`src/rtl/fifo_rd_serializer.sv`:
```
// fifo_rd_serializer: pops wide words from a synchronous FIFO and streams each one
// out as narrower valid/ready beats, least-significant slice first.
module fifo_rd_serializer #(
    parameter int IN_WIDTH  = 128,
    parameter int OUT_WIDTH = 32,
    parameter int CNT_WIDTH = 16
) (
    input  logic                 clk,
    input  logic                 reset,
    input  logic                 en,
    input  logic                 fifo_empty,
    input  logic [IN_WIDTH-1:0]  fifo_data,
    output logic                 fifo_rd,
    output logic                 m_valid,
    input  logic                 m_ready,
    output logic [OUT_WIDTH-1:0] m_data,
    output logic                 m_last,
    output logic [CNT_WIDTH-1:0] word_cnt
);
    localparam int RATIO = IN_WIDTH / OUT_WIDTH;
    localparam int IDX_W = $clog2(RATIO);
    localparam logic [IDX_W-1:0] IDX_LAST = IDX_W'(RATIO - 1);

    typedef enum logic [1:0] {
        IDLE,
        LOAD,
        SEND
    } state_t;

    state_t                          state_q, state_d;
    logic [RATIO-1:0][OUT_WIDTH-1:0] hold_q, hold_d;
    logic [IDX_W-1:0]                idx_q, idx_d;
    logic [CNT_WIDTH-1:0]            word_cnt_q, word_cnt_d;
    logic                            last_hs;

    always_comb begin
        last_hs    = (state_q == SEND) && m_ready && (idx_q == IDX_LAST);
        // A new fetch overlaps the final-beat handshake so only the LOAD cycle is a bubble.
        fifo_rd    = !reset && en && !fifo_empty && ((state_q == IDLE) || last_hs);
        state_d    = state_q;
        hold_d     = hold_q;
        idx_d      = idx_q;
        word_cnt_d = word_cnt_q;
        unique case (state_q)
            IDLE: begin
                if (fifo_rd) state_d = LOAD;
            end
            LOAD: begin
                hold_d  = fifo_data;
                idx_d   = '0;
                state_d = SEND;
            end
            SEND: begin
                if (m_ready) begin
                    if (idx_q == IDX_LAST) begin
                        word_cnt_d = word_cnt_q + CNT_WIDTH'(1);
                        state_d    = fifo_rd ? LOAD : IDLE;
                    end else begin
                        idx_d = idx_q + IDX_W'(1);
                    end
                end
            end
            default: state_d = IDLE;
        endcase
    end

    always_ff @(posedge clk) begin
        if (reset) begin
            state_q    <= IDLE;
            hold_q     <= '0;
            idx_q      <= '0;
            word_cnt_q <= '0;
        end else begin
            state_q    <= state_d;
            hold_q     <= hold_d;
            idx_q      <= idx_d;
            word_cnt_q <= word_cnt_d;
        end
    end

    assign m_valid  = (state_q == SEND);
    assign m_last   = (state_q == SEND) && (idx_q == IDX_LAST);
    assign m_data   = hold_q[idx_q];
    assign word_cnt = word_cnt_q;

endmodule

```
`config.mk`:
```
export PLATFORM = sky130hd
export DESIGN_NAME = fifo_rd_serializer
export DESIGN_NICKNAME = d
export VERILOG_FILES = /design/src/rtl/fifo_rd_serializer.sv
export SDC_FILE = /design/constraint.sdc
export NUM_CORES = 1
export LEC_CHECK = 0
export CORE_MARGIN = 3
export CORE_UTILIZATION = 43
export DETAILED_ROUTE_END_ITERATION = 8
export PLACE_DENSITY_LB_ADDON = 0.3
export SYNTH_ARGS = -nofsm -noshare
export SYNTH_HDL_FRONTEND = slang
export SYNTH_SLANG_ARGS = --single-unit
```
`constraint.sdc`:
```
create_clock -name clk -period 1.5 [get_ports clk]
set_input_delay 0.3 -clock clk [delete_from_list [all_inputs] [get_ports clk]]
set_output_delay 0.3 -clock clk [all_outputs]
set_load 0.005 [all_outputs]
```
# Word level (Yosys, flattened, before mapping)

Index checks and enable logic that the tools add are counted.

Register bits after elaboration: 148
Logic and storage cells: 41

Equal/unequal tests: 7
Add/subtract/negate cells: 2
Reduce and logical (&&, ||, !) cells: 14
Mux-type cells: 10
$lt $le $gt $ge: 1

Operator list:

| operator                                                    | count |
|---|---|
| binary-select mux 32 bit (select 2 bit)                     | 1 |
| two-way mux 32 bit                                          | 1 |
| adder 16 x 1 -> 16 bit (second input constant)              | 1 |
| two-way mux 2 bit                                           | 5 |
| AND reduction 3 bit                                         | 3 |
| logical AND 1 bit                                           | 6 |
| case mux 2 bit (3 select lines)                             | 1 |
| == test 2 bit (second input constant)                       | 2 |
| inequality test 2 x 1 -> 1 bit (second input constant)      | 2 |
| inequality test 2 bit (second input constant)               | 2 |
| case mux 2 bit (2 select lines)                             | 1 |
| less-than comparator 2 x 3 -> 1 bit (second input constant) | 1 |
| adder 2 x 1 -> 2 bit (second input constant)                | 1 |
| == test 2 x 1 -> 1 bit (second input constant)              | 1 |
| zero test 1 bit                                             | 2 |
| zero test 2 bit                                             | 1 |
| nonzero test 2 bit                                          | 1 |
| logical OR 1 bit                                            | 1 |
| two-way mux 1 bit                                           | 1 |

# Longest topological paths before layout

Depth in word-level cells: 9
Mapped depth: 6

# Least setup slack after synthesis

Ideal clock, no wire load.

Path type: reg-to-output
Start point: reg idx_q[1]
End point: out m_data[10]
Buffers on the path: 2
Cell stages (with the launch flop): 4
Setup slack: -0.126 ns
Required time: 1.200 ns
Arrival: 1.326 ns
Path through: dfxtp_1 > buf_2 > buf_2 > mux4_2

Longest elaborated chain between the ends: 2

Ends and longest elaborated chain:

| what                                     | RTL line | source |
|---|---|---|
| start, declared                          | 32       | `logic [IDX_W-1:0] idx_q, idx_d;` |
| start signal, assigned                   | 76       | `idx_q <= idx_d;` |
| binary-select mux 32 bit (select 2 bit)  | 83       | `assign m_data = hold_q[idx_q];` |
| two-way mux 32 bit (implied by the code) | 83       |  |
| end, declared                            | 16       | `output logic [OUT_WIDTH-1:0] m_data,` |

Every way passes these cells. The select of a mux whose other input is x is not followed.

# Worst setup path in the final report

Start point: reg idx_q[1]
End point: out m_data[20]

Same word-level chain as after synthesis.

==> results list <==
* Worst path most repeated cell: buf_6
- After floorplanning, the core was sized to cover 13,930 µm².
- In the final timing run, aggregate negative setup slack is -19,470 ps.
- Leakage power summed over all cells: 3.671 nW
* Outcome: finished with violations
* Antenna viol nets, final: 0
- Relative to the synthesized area, the layout overhead comes to 55.10%.
- Pin placement for this block handled 184 I/O pins.
- For this run, design rule violations remaining after detail routing come to 0.
- Vert. Die Dim: 125.5 µm
- Number of sinks driven by the clock tree: 148
* Cells after synthesis: 711
* Total track usage: 20.60%
* Pin count of the biggest net entering global routing: 105
- On the final layout, the worst clock skew is 7.044 ps.
* Number of iterations in the first detailed-routing pass: 4
- During synthesis, Yosys emitted a total of 0 warnings.
- The first global-routing pass estimated 26.53 mm of wire.
- In this run, synthesis produced a sequential element count of 148.
- Total CTS buffers: 17
* Crit path DAT: 1720 ps
* Crit path max-delay family: multiplexers
* Hold/Removal Path Class: in2reg
* Post-synthesis sequential area ratio: 48.29%
- Rel. slew slack: 68.85%
- Sequence of cells on the critical path: buf_12 > buf_6 > mux4_2 > buf_6
- For the pin with the worst max-slew slack, the measured transition is 467.3 ps.
* Die X: 125.5 µm
* Via/cell ratio: 5.085
- Site Rows: 43
- In the post-route analysis, the smallest setup slack over all paths is -519.9 ps.
- The finished cells cover 9517 µm².
- For this design the ratio of total power to cell area is 970.6 nW/µm².
- Insertion delay to the later sink of the worst-skew pair: 410 ps
* Unrepaired setup endpoints after global routing: true
* Max Clk Rate: 495.1 MHz
* Setup crit start kind: flip-flop
- Including well taps, the total number of placed cells is 1,057.
- The max-slew violation total from the final report came to 0.
* Root cell of the clock tree: clkbuf_16
- Setup violations remaining at the end of the flow were counted as 52.
- Clock transition time at the flip-flop clock pins of the worst setup and hold paths: 60 ps
- Max-cap check violation count: 0
- Global routing finished with a remaining overflow of 0.
- Hold Fails Final Rpt: 0
- Subtracting the final worst setup slack from the clock period gives 2020 ps.
- Avg Cell Area, Syn: 8.630 µm²
* Count of port buffers added during placement: 183
- Crit Path Category: reg2out
- DRT iter0 DRCs: 264
* Full die area: 15,740 µm²
- Max Fanout on Critical Path: 7
- Critical path buffers and inverters: 3
* Worst vdd rail ir drop: 0.9047 mV
- Fraction of final layout cells sized beyond drive strength 1: 23.78%
- The worst setup path is captured at a primary output.
- Part of the cycle the worst path needs: 134.7%
- Antenna violations before repair: 0
- Violations in the final reports: setup timing
* Final Wtd Congestion: 0.7846
- Via count: 5,726
- Placed inst area: 8378 µm²
* Initial cell density of the core: 44.03%
- The largest total area in the synthesized netlist belongs to dfxtp_1.
- Antenna cell count: 0
* Vias in the first global route: 5,529
- TritonCTS built the clock tree.
* Total standard cell area after synthesis: 6136 µm²
- Number of distinct library cell variants in the gate-level netlist after synthesis: 37
- Summed over all layers, the routed wires come to 17.57 mm.
- In the final routed layout, each cell accounts on average for 15.60 µm.
* CTS H-tree depth: 4
- After synthesis, the largest area contributor takes up 48.29% of total cell area.
* Worst Path Required: 1200 ps
- Layout Cells excl Fill: 1,126
- The slowest stage of the critical path is the mux4_2 cell.
- On the worst path, the slowest cell contributes a delay of 500 ps.
* Net count of the mapped netlist: 846
* HPWL after detailed placement: 10.65 mm
- By area the synthesized netlist is led by dfxtp_1, nand2_1, mux4_2.
- The net count of the finished layout is 1,068.
- CTS hold repair buffers: 0
* Max Root-Sink Buffers: 2
-- cells in the mapped netlist --
cell type,number
mux4_2,32
o31ai_1,1
mux2_4,1
buf_6,1
mux2_1,1
ha_1,2
and2_1,3
a21oi_1,134
nand2_1,263
nor3_1,2
and4_1,1
nor4_4,1
o21bai_1,1
nand3_1,8
and4b_1,1
nor2b_1,6
nand4b_4,1
and3_1,4
o21ai_0,2
nand4_1,4
or3_1,1
and2b_1,1
inv_1,1
xor2_1,4
or2b_1,1
buf_2,33
or4_1,1
xnor2_1,5
clkbuf_1,21
o211ai_1,2
o22ai_1,1
buf_1,1
dfxtp_1,148
nand2b_1,2
nor2_1,17
mux2_2,2
nor3b_1,1
-- routing by layer --
metal / GRT usage, % / up-vias / routed length, µm / share of wire [%]
met2: 34.55 / 200 / 8707 / 50
met3: 7.134 / 22 / 1312 / 7.5
met5: 0 / - / 0 / 0
met1: 25.33 / 2670 / 7308 / 42
met4: 5.612 / 0 / 240 / 1.4
li1: - / 2834 / - / -
-- power by group --
group | switching (mW) | internal (mW)
sequential | 0.0612 | 4.04
clock | 1.61 | 2.58
combinational | 0.373 | 0.571
-- sequential cells by signal, summed over array words and instances (netlist names) --
register  flops
hold_q      128
state_q       2
idx_q         2
word_cnt     16
-- cells in the final DEF (no fill, tap or decap), types with 3 or more instances in the layout --
| master | synthesis | routed |
|---|---|---|
| buf_4 | 0 | 34 |
| nor2_1 | 17 | 16 |
| a21oi_1 | 134 | 132 |
| nor2b_1 | 6 | 5 |
| buf_6 | 1 | 32 |
| clkbuf_8 | 0 | 3 |
| dfxtp_2 | 0 | 11 |
| clkdlybuf4s50_1 | 0 | 131 |
| clkinvlp_4 | 0 | 3 |
| dfxtp_4 | 0 | 5 |
| and3_1 | 4 | 4 |
| nand3_1 | 8 | 4 |
| nand3_2 | 0 | 4 |
| mux4_2 | 32 | 32 |
| dlygate4sd2_1 | 0 | 16 |
| buf_12 | 0 | 14 |
| nand4_1 | 4 | 4 |
| buf_2 | 33 | 25 |
| mux2_4 | 1 | 3 |
| xor2_1 | 4 | 4 |
| nand2_1 | 263 | 260 |
| dfxtp_1 | 148 | 132 |
| clkinv_2 | 0 | 5 |
| clkbuf_16 | 0 | 23 |
| nand2_2 | 0 | 3 |
| xnor2_1 | 5 | 3 |
-- metrics by stage --
stage / power [mW] / hold WS (ps) / setup WS (ps) / utilization, %
final: 9.237 / 234.4 / -519.9 / 68.29
after global routing: 9.578 / 222.8 / -574.2 / 68.29
after CTS: 9.231 / 215.7 / -611.7 / 66.26
after detailed placement: 5.066 / 445.3 / -602.9 / 60.12
after global placement: 5.054 / 439.5 / -595.1 / 60.12
after floorplan: 4.529 / 433.1 / -40.55 / -
-- final cells by class --
type,instances,area [µm²]
sequential,148,2995
clock buffer,20,466.7
clock inverter,12,125.1
fill,1107,4418
multi-input combinational,506,3073
inverter,1,3.754
timing repair buffer,259,2628
tap,180,225.2
-- final timing paths --
| path | from | to | slack (ps) | cells past startpoint |
|---|---|---|---|---|
| worst min-delay path | reset | word_cnt[11]$_SDFFE_PP0P_ | 230 | 3 |
| worst max register to register | idx_q[1]$_SDFFE_PP0P_ | word_cnt[14]$_SDFFE_PP0P_ | -390 | 9 |
| worst max-delay path | idx_q[1]$_SDFFE_PP0P_ | m_data[20] | -520 | 4 |
| worst min register to register | hold_q[46]$_SDFFE_PP0N_ | hold_q[46]$_SDFFE_PP0N_ | 450 | 2 |
-- cells by family (layout without fill, tap and decap cells) --
family	count (synthesis)	after routing	synth area share, %
buffers and inverters	57	292	4.282
xor gates and xnor gates	9	9	1.285
AOI/OAI and AO/OA	141	141	11.68
muxes	36	36	12.54
DFF	148	148	48.29
adders and majority gates	2	2	0.4078
and+or+nand+nor	318	318	21.51
-- what timing repair did --
| item | in CTS | in global routing |
|---|---|---|
| gates cloned | 2 | 9 |
| setup buffers | 23 | 9 |
| endpoints found under the hold margin | 0 | 0 |
| resized for setup | 217 | 23 |
| setup endpoints to repair | 65 | 79 |
| pin swaps | 16 | 5 |
-- worst reg2reg max path, delay by kind of cell (launching register included) --
| family | cells | cell delay [ps] |
|---|---|---|
| adders and majority gates | 1 | 160 |
| buffers and inverters | 4 | 480 |
| DFF | 1 | 390 |
| muxes | 1 | 320 |
| and+or+nand+nor | 3 | 440 |
(Power assumes the default switching activity.)
